`config.mk`:
```
export PLATFORM = sky130hd
export DESIGN_NAME = spi_tqv_bridge
export DESIGN_NICKNAME = d
export VERILOG_FILES = /design/src/rtl/spi_tqv_bridge.sv
export SDC_FILE = /design/constraint.sdc
export NUM_CORES = 1
export LEC_CHECK = 0
export CAP_MARGIN = 15
export CELL_PAD_IN_SITES_DETAIL_PLACEMENT = 2
export CELL_PAD_IN_SITES_GLOBAL_PLACEMENT = 2
export CORE_MARGIN = 2
export CORE_UTILIZATION = 30
export CTS_CLUSTER_DIAMETER = 50
export CTS_CLUSTER_SIZE = 16
export DETAILED_ROUTE_END_ITERATION = 8
export PLACE_DENSITY_LB_ADDON = 0.05
export SLEW_MARGIN = 20
export SYNTH_ARGS = -nofsm -noshare
export SYNTH_HDL_FRONTEND = slang
export SYNTH_SLANG_ARGS = --single-unit
```
`constraint.sdc`:
```
create_clock -name clk -period 2.3 [get_ports clk]
set_clock_uncertainty 0.1 [all_clocks]
set_input_delay 0.46 -clock clk [delete_from_list [all_inputs] [get_ports clk]]
set_output_delay 0.46 -clock clk [all_outputs]
set_load 0.01 [all_outputs]
```
`src/rtl/spi_tqv_bridge.sv`:
```
// spi_tqv_bridge: SPI (mode 0, MSB first) slave to TinyQV-style peripheral register bridge.
// Ports: clk, rst_n (sync, active-low); spi_cs_n/spi_clk/spi_mosi in (pre-synchronised), spi_miso out;
//   address/data_in/data_write_n/data_read_n to the peripheral, data_out/data_ready from it; busy status.
// Header: byte0 = {rw, 5'b0, txn[1:0]}, byte1 = {2'b0, addr[5:0]}; txn 00/01/10 = 8/16/32 bits, 11 = no-op.
// Optional SPI_BRIDGE_TIMEOUT_EN: read wait gives up after TIMEOUT_CYCLES and returns all-ones.
module spi_tqv_bridge #(
  parameter int ADDR_W = 6,
  parameter int TIMEOUT_CYCLES = 255
) (
  input  logic              clk,
  input  logic              rst_n,
  input  logic              spi_cs_n,
  input  logic              spi_clk,
  input  logic              spi_mosi,
  output logic              spi_miso,
  output logic [ADDR_W-1:0] address,
  output logic [31:0]       data_in,
  output logic [1:0]        data_write_n,
  output logic [1:0]        data_read_n,
  input  logic [31:0]       data_out,
  input  logic              data_ready,
  output logic              busy
);
  typedef enum logic [2:0] {IDLE, HDR, WDATA, WSTROBE, RREQ, RDATA, DRAIN} state_t;
  state_t state, state_n;
  logic sclk_q, cs_q, rise, fall, hdr_done, last_bit, timeout;
  logic [5:0] cnt, last_idx;
  logic [31:0] sh;
  logic [1:0] txn;
  // Read data is stored left-aligned so the outgoing bit is always sh[31].
  function automatic logic [31:0] align(input logic [1:0] t, input logic [31:0] v);
    return t == 2'b00 ? {v[7:0], 24'b0} : t == 2'b01 ? {v[15:0], 16'b0} : v;
  endfunction
  assign rise = spi_clk & ~sclk_q;
  assign fall = ~spi_clk & sclk_q;
  // Before the 16th header bit shifts in, sh[14:0] holds header bits 15..1.
  assign hdr_done = state == HDR && rise && cnt == 6'd15;
  assign last_idx = txn == 2'b00 ? 6'd7 : txn == 2'b01 ? 6'd15 : 6'd31;
  assign last_bit = cnt == last_idx;
`ifdef SPI_BRIDGE_TIMEOUT_EN
  logic [7:0] tmo;
  always_ff @(posedge clk)
    if (!rst_n) tmo <= '0;
    else tmo <= state == RREQ ? tmo + 8'd1 : 8'd0;
  assign timeout = tmo == 8'(TIMEOUT_CYCLES - 1);
`else
  assign timeout = TIMEOUT_CYCLES < 0;
`endif
  always_ff @(posedge clk)
    if (!rst_n) state <= IDLE;
    else state <= state_n;
  // Chip select high aborts from anywhere; this also beats a last-bit edge in the same cycle.
  always_comb begin
    state_n = state;
    if (spi_cs_n) state_n = IDLE;
    else case (state)
      IDLE:    state_n = cs_q ? HDR : IDLE;
      HDR:     if (hdr_done) state_n = sh[8:7] == 2'b11 ? DRAIN : sh[14] ? WDATA : RREQ;
      WDATA:   if (rise && last_bit) state_n = WSTROBE;
      WSTROBE: state_n = DRAIN;
      RREQ:    if (data_ready || timeout) state_n = RDATA;
      RDATA:   if (fall && last_bit) state_n = DRAIN;
      default: state_n = state;
    endcase
  end
  // cs_q resets low so a header is only accepted after chip select has been seen high.
  always_ff @(posedge clk)
    if (!rst_n) begin
      sclk_q <= 1'b0;
      cs_q <= 1'b0;
      cnt <= '0;
      sh <= '0;
      txn <= '0;
      address <= '0;
      data_in <= '0;
    end else begin
      sclk_q <= spi_clk;
      cs_q <= spi_cs_n;
      if (spi_cs_n || state == IDLE) cnt <= '0;
      else if (hdr_done) begin
        cnt <= '0;
        txn <= sh[8:7];
        address <= ADDR_W'({sh[4:0], spi_mosi});
        if (sh[14]) data_in <= '0;
      end else if (state == HDR && rise) begin
        sh <= {sh[30:0], spi_mosi};
        cnt <= cnt + 6'd1;
      end else if (state == WDATA && rise) begin
        data_in <= {data_in[30:0], spi_mosi};
        cnt <= cnt + 6'd1;
      end else if (state == RREQ && (data_ready || timeout)) sh <= align(txn, data_ready ? data_out : '1);
      else if (state == RDATA && fall) begin
        sh <= {sh[30:0], 1'b0};
        cnt <= cnt + 6'd1;
      end
    end
  assign data_write_n = state == WSTROBE ? txn : 2'b11;
  assign data_read_n = state == RREQ ? txn : 2'b11;
  assign busy = state == WDATA || state == WSTROBE || state == RREQ || state == RDATA;
  assign spi_miso = state == RDATA && sh[31];
endmodule

```
# Word-level counts from Yosys, hierarchy flattened
# Cells that the tools add are included.
op_classes:
  n_addsub: 1
  mul: 0
  n_div: 0
  order_cmp: 0
  n_eq_ne: 17
  shifts: 0
  n_mux: 27
  bitwise: 7
  reduce_logical: 25
op_table:
  columns: ["operator", "n"]
  rows:
  - ["$mux W32", 11]
  - ["$mux W6", 4]
  - ["$mux W3", 6]
  - ["$pmux W3 S6", 1]
  - ["$ne A2 B2 Y1 const B", 6]
  - ["$mux W5", 2]
  - ["$logic_and A1 B1 Y1", 8]
  - ["$reduce_and A4 Y1", 2]
  - ["$add A6 B1 Y6 const B", 1]
  - ["$eq A3 B2 Y1 const B", 2]
  - ["$eq A3 B3 Y1 const B", 2]
  - ["$eq A6 B4 Y1 const B", 1]
  - ["$eq A6 B5 Y1", 1]
  - ["$reduce_bool A3 Y1", 2]
  - ["$reduce_bool A6 Y1", 1]
  - ["$not A1 Y1", 5]
  - ["$reduce_and A5 Y1", 1]
  - ["$logic_or A1 B1 Y1", 4]
  - ["$mux W2", 2]
  - ["$reduce_and A2 Y1", 2]
  - ["$eq A3 B1 Y1 const B", 1]
  - ["$logic_not A3 Y1", 1]
  - ["$ne A3 B3 Y1 const B", 1]
  - ["$reduce_or A3 Y1", 1]
  - ["other kinds (8)", 9]
totals:
  register_bits: 83
  latchBits: 0
  ram_bits: 0
  mem_bits_ro: 0
  out_inout_bits: 44
  mem_count: 0

# Logic depth before layout (Yosys ltp)
depth:
  ltp_word: 7
  ltp_mapped: 8
  mapped_depth_nobuf: 6

# Least setup slack after synthesis
# Ideal clock, no wire load.
synth_timing:
  path_kind: "register to register"
  start: "register state[1]"
  end: "register sh[20]"
  setup_ns: 0.116
  arrival_ns: 1.750
  t_required_ns: 2.084
  setup_slack_ns: 0.334
  path_stages_with_launch: 9
  period_less_slack_ns: 1.966
  path_cell_list: "dfxtp_1 buf_2 nor3_1 or2_0 clkbuf_1 a2111oi_4 buf_2 o311ai_1 o211a_1"
synth_via:
  elab_chain_cells: 5
  word_cells_on_any_way: 19
synth_lines:
  columns: ["item", "line_no", "rtl"]
  rows:
  - ["start, declared", "25", "state_t state, state_n;"]
  - ["start signal, assigned", "51", "else state <= state_n;"]
  - ["$eq A3 B3 Y1 / $eq A3 B1 Y1 (equally long branches)", "91, 37, 85", null]
  - ["$logic_and A1 B1 Y1 (on tied branches)", "91, 37, 85", null]
  - ["$mux W32 / $logic_and A1 B1 Y1 (equally long branches)", "91, 37", null]
  - ["$mux W32 / $not A1 Y1 (equally long branches)", null, null]
  - ["$mux W32 / $reduce_and A4 Y1 (equally long branches)", null, null]
  - ["end signal, assigned", "86", "sh <= {sh[30:0], spi_mosi};"]
  - ["end signal, assigned", "91", "end else if (state == RREQ && (data_ready || timeout)) sh <= align(txn, data_ready ? data_out : '1);"]
  - ["end signal, assigned", "93", "sh <= {sh[30:0], 1'b0};"]
  - ["end, declared", "28", "logic [31:0] sh;"]
# Several ways; a longest one is shown, not always the timed one. The select of a mux whose other input is x is not followed.
# A chain may end at the register's enable or synchronous reset.

# Final worst setup path
layout_timing:
  start: "register state[2]"
  end: "output busy"
layout_via:
  elab_chain_cells: 4
  word_cells_on_any_way: 7
layout_lines:
  columns: ["item", "line_no", "rtl"]
  rows:
  - ["$eq A3 B2 Y1", "99", "assign busy = state == WDATA || state == WSTROBE || state == RREQ || state == RDATA;"]
  - ["$logic_or A1 B1 Y1 (2 in series)", "99", null]
  - ["$logic_or A1 B1 Y1 (*)", "99", null]
  - ["end, declared", "22", "output logic busy"]
# Every way passes the cells marked *; elsewhere a longest branch is shown, timed or not.

==> results.rst <==
.. list-table::
   :header-rows: 1

   * - Metric
     - Value
   * - Antenna diodes
     - 0
   * - HPWL reported at the end of detailed placement
     - 9.52 mm
   * - Clock transition at path regs
     - 0.06 ns
   * - Kind of capture point of the worst setup path
     - output pin
   * - Total count of hold-check failures in the final report
     - 0
   * - Met3 track utilization from global routing
     - 5.94%
   * - Initial core utilization
     - 30.8%
   * - Chip width
     - 121 microns
   * - Global-route wire length before repair
     - 22.5 mm
   * - Share of layout cells above drive strength 1
     - 9.69%
   * - Routed wirelength normalized by instance count
     - 18.6 microns
   * - Setup slack of the most critical reg-to-reg path
     - 0.11 ns
   * - Routability Congestion
     - 0.769
   * - Final Slew Violations
     - 0
   * - Total cell area at the placement stage
     - 5210 sq um
   * - Worst path top cell family by delay
     - buffers and inverters
   * - Net switching power figure
     - 0.000700 W
   * - Post-cts hold buffer count
     - 0
   * - Number of synthesized flops with an enable pin
     - 0
   * - Layer with the highest usage
     - met2
   * - PnR Total Power
     - 0.00321 W
   * - Peak VDD IR
     - 0.000389 V
   * - Leakage power of the design
     - 2.27 nW
   * - Number of fill cells in the layout
     - 1483
   * - Via-to-Cell Ratio
     - 5.21
   * - CP Class
     - reg -> out
   * - Vias in the first global route
     - 4246
   * - Type of origin of the critical path
     - flop
   * - Number of max-cap violations
     - 0
   * - Sequential fraction of the synthesis area
     - 40.7%
   * - Number of buffers inserted during clock tree synthesis
     - 9
   * - Cell area power density
     - 574 nW/um^2
   * - Data required time of the worst path
     - 1.74 ns
   * - Iter 0 DRT Violations
     - 198
   * - Fraction of power consumed by the clock network
     - 49.9%
   * - Largest net degree at the start of global routing
     - 65
   * - Finished Layout Cells
     - 754
   * - Clock root buffer
     - clkbuf_16
   * - Post-route cell area
     - 5600 sq um
   * - Cell Chain, Critical Path
     - buf_4 -> ha_1 -> clkdlybuf4s50_1
   * - Buffers added on ports
     - 81
   * - Synthesized area divided by synthesized cell count
     - 8.23 sq um
   * - Actual slew at the worst max-slew pin
     - 0.526 ns
   * - Initial antenna violation count
     - 0
   * - Max-Slew Margin vs Limit
     - 64.8%
   * - Total via count after detailed routing
     - 3926
   * - CORE AREA
     - 13200 sq um
   * - Worst path buffer plus inverter count
     - 2
   * - Io pins
     - 82
   * - Area share of the largest cell type after synthesis
     - 40.7%
   * - Most frequently used cell type in the post-synthesis netlist
     - nand2_1
   * - Achievable clock frequency
     - 450 MHz
   * - Longest Clk Path Bufs
     - 2
   * - Count of state elements after synthesis
     - 83
   * - Die Y
     - 121 microns
   * - Maximum level of the CTS H-tree
     - 3
   * - Register share of total power
     - 45.0%
   * - Clock tree from TritonCTS
     - built
   * - Num rows
     - 42
   * - Slowest stage delay, CP
     - 0.53 ns
   * - Proportion of total power due to net switching
     - 21.8%
   * - Count of unresolved DRC violations after routing
     - 0
   * - Final #Nets
     - 613
   * - Layout Utilization
     - 42.3%
   * - Worst Slack Setup Final
     - 0.0788 ns
   * - Area growth from synthesis to layout
     - 37.1%
   * - Most used DFF post-synth
     - dfxtp_1
   * - # placed instances
     - 734
   * - Clock net sink count
     - 83
   * - Met2 track utilization from global routing
     - 34.1%
   * - Net count after synthesis
     - 536
   * - Total routing usage reported by global routing
     - 19.8%
   * - Async set-or-reset flop fraction in the synthesized netlist
     - 0%
   * - Internal power component
     - 0.00251 W
   * - Residual overflow from global routing
     - 0
   * - Min-Delay Path Class
     - reg -> reg
   * - Cell count after synthesis
     - 496
   * - Cell with the largest stage delay on the worst path
     - clkdlybuf4s50_1
   * - Result of the run
     - completed
   * - Yosys warning total
     - 0
   * - First-pass detailed-route iteration total
     - 4
   * - Count of final setup violators
     - 0
   * - Insertion delay to the later sink of the worst-skew pair
     - 0.34 ns
   * - Worst EP arrival
     - 1.66 ns
   * - Met1 capacity usage during global routing
     - 24.4%
   * - Die area
     - 14500 sq um
   * - Worst slack at placement
     - -0.372 ns
   * - Highest fanout seen on the critical path
     - 10
   * - Library cell with the largest summed area after synthesis
     - dfxtp_1
   * - Detailed Route WL
     - 14.0 mm
   * - Power share of the combinational group
     - 5.2%
   * - Final critical-path required period
     - 2.22 ns
   * - Remaining number of nets flagged by the antenna check after routing
     - 0
   * - Number of distinct library cell variants in the gate-level netlist after synthesis
     - 39
   * - Post-Syn Area
     - 4080 sq um
   * - Top cells by count, synth
     - nand2_1 (86), dfxtp_1 (83), o21ai_0 (48), nand3_1 (36), nand4_1 (35)
   * - Top cells by area in the synthesized netlist
     - dfxtp_1 (41%), nand2_1 (7.9%), o211a_1 (7.9%)
   * - Fin crit share
     - 96.6%
through the flow:
step,hold WS [ns],TNS (ns)
detailed placement,0.373,-23.67
CTS,0.384,0
global route,0.406,-0.00544
global placement,0.352,-18.01
floorplan,0.371,0
finish,0.377,0
power by group through the flow:
stage               sequential, W  clock (W)  combinational (W)
finish                    0.00144    0.00160           0.000166
floorplan                 0.00147          0          0.0000591
global placement          0.00148          0           0.000162
detailed placement        0.00148          0           0.000165
global route              0.00144    0.00173           0.000178
CTS                       0.00144    0.00166           0.000166
placed cells by master, fill, tap and decap left out, types with 6 or more instances in the layout:
master / n
nand3_1: 36
nor2b_1: 11
clkbuf_16: 10
dfxtp_1: 81
buf_4: 24
nand4_1: 35
mux2i_1: 26
a21oi_1: 10
clkdlybuf4s50_1: 78
nor2_1: 20
nand2_1: 86
o21ai_0: 48
buf_12: 6
nand2b_1: 13
o211a_1: 32
registers in the layout, indices dropped and copies added, names as in the netlist:
signal	cells
sclk_q	1
address	6
sh	32
cnt	6
cs_q	1
data_in	32
txn	2
state	3
tightest hold or removal path, delay by kind of cell (launching register included):
kind	cells	cell delay, ns
AO/OA/AOI/OAI	1	0.06
AND/OR/NAND/NOR	1	0.05
flip-flops	1	0.32
cell type report:
type,instances,area [sq um],area share [%]
Sequential cell,83,1660,29.7
Tap cell,176,220,3.94
Timing Repair Buffer,113,1140,20.4
Multi-Input combinational cell,361,2220,39.8
Clock inverter,5,85.1,1.52
Clock buffer,11,243,4.34
Inverter,5,18.8,0.335
cells by family after synthesis:
logic type / count (synthesis) / share of synthesized area (%)
XOR/XNOR: 7 / 1.50
buffers and inverters: 52 / 5.46
AND/OR/NAND/NOR: 219 / 26.3
AO/OA/AOI/OAI: 107 / 19.0
adder cells (fa/ha/maj): 2 / 0.613
multiplexers: 26 / 6.38
flip-flops: 83 / 40.7
layer usage:
metal / share of wire, % / up-vias
met4: 0.81 / 0
met1: 46 / 1948
met3: 3.8 / 6
met5: 0 / -
li1: - / 1925
met2: 49 / 47
final timing paths:
kind / cells after the start / startpoint / end
setup / recovery: 3 / state[2]$_SDFFE_PP0P_ / busy
hold / removal: 2 / data_in[27]$_SDFFE_PN0P_ / data_in[27]$_SDFFE_PN0P_
setup reg to reg: 8 / cnt[0]$_SDFFE_PP0P_ / sh[8]$_SDFFE_PN0P_
hold reg to reg: 2 / data_in[27]$_SDFFE_PN0P_ / data_in[27]$_SDFFE_PN0P_
timing repair:
item,in CTS,in global routing
pin swaps,0,1
resized for setup,8,2
setup buffers,2,1
endpoints found under the setup margin,11,7
gates cloned,0,1
Power figures use the tool's default switching activity.
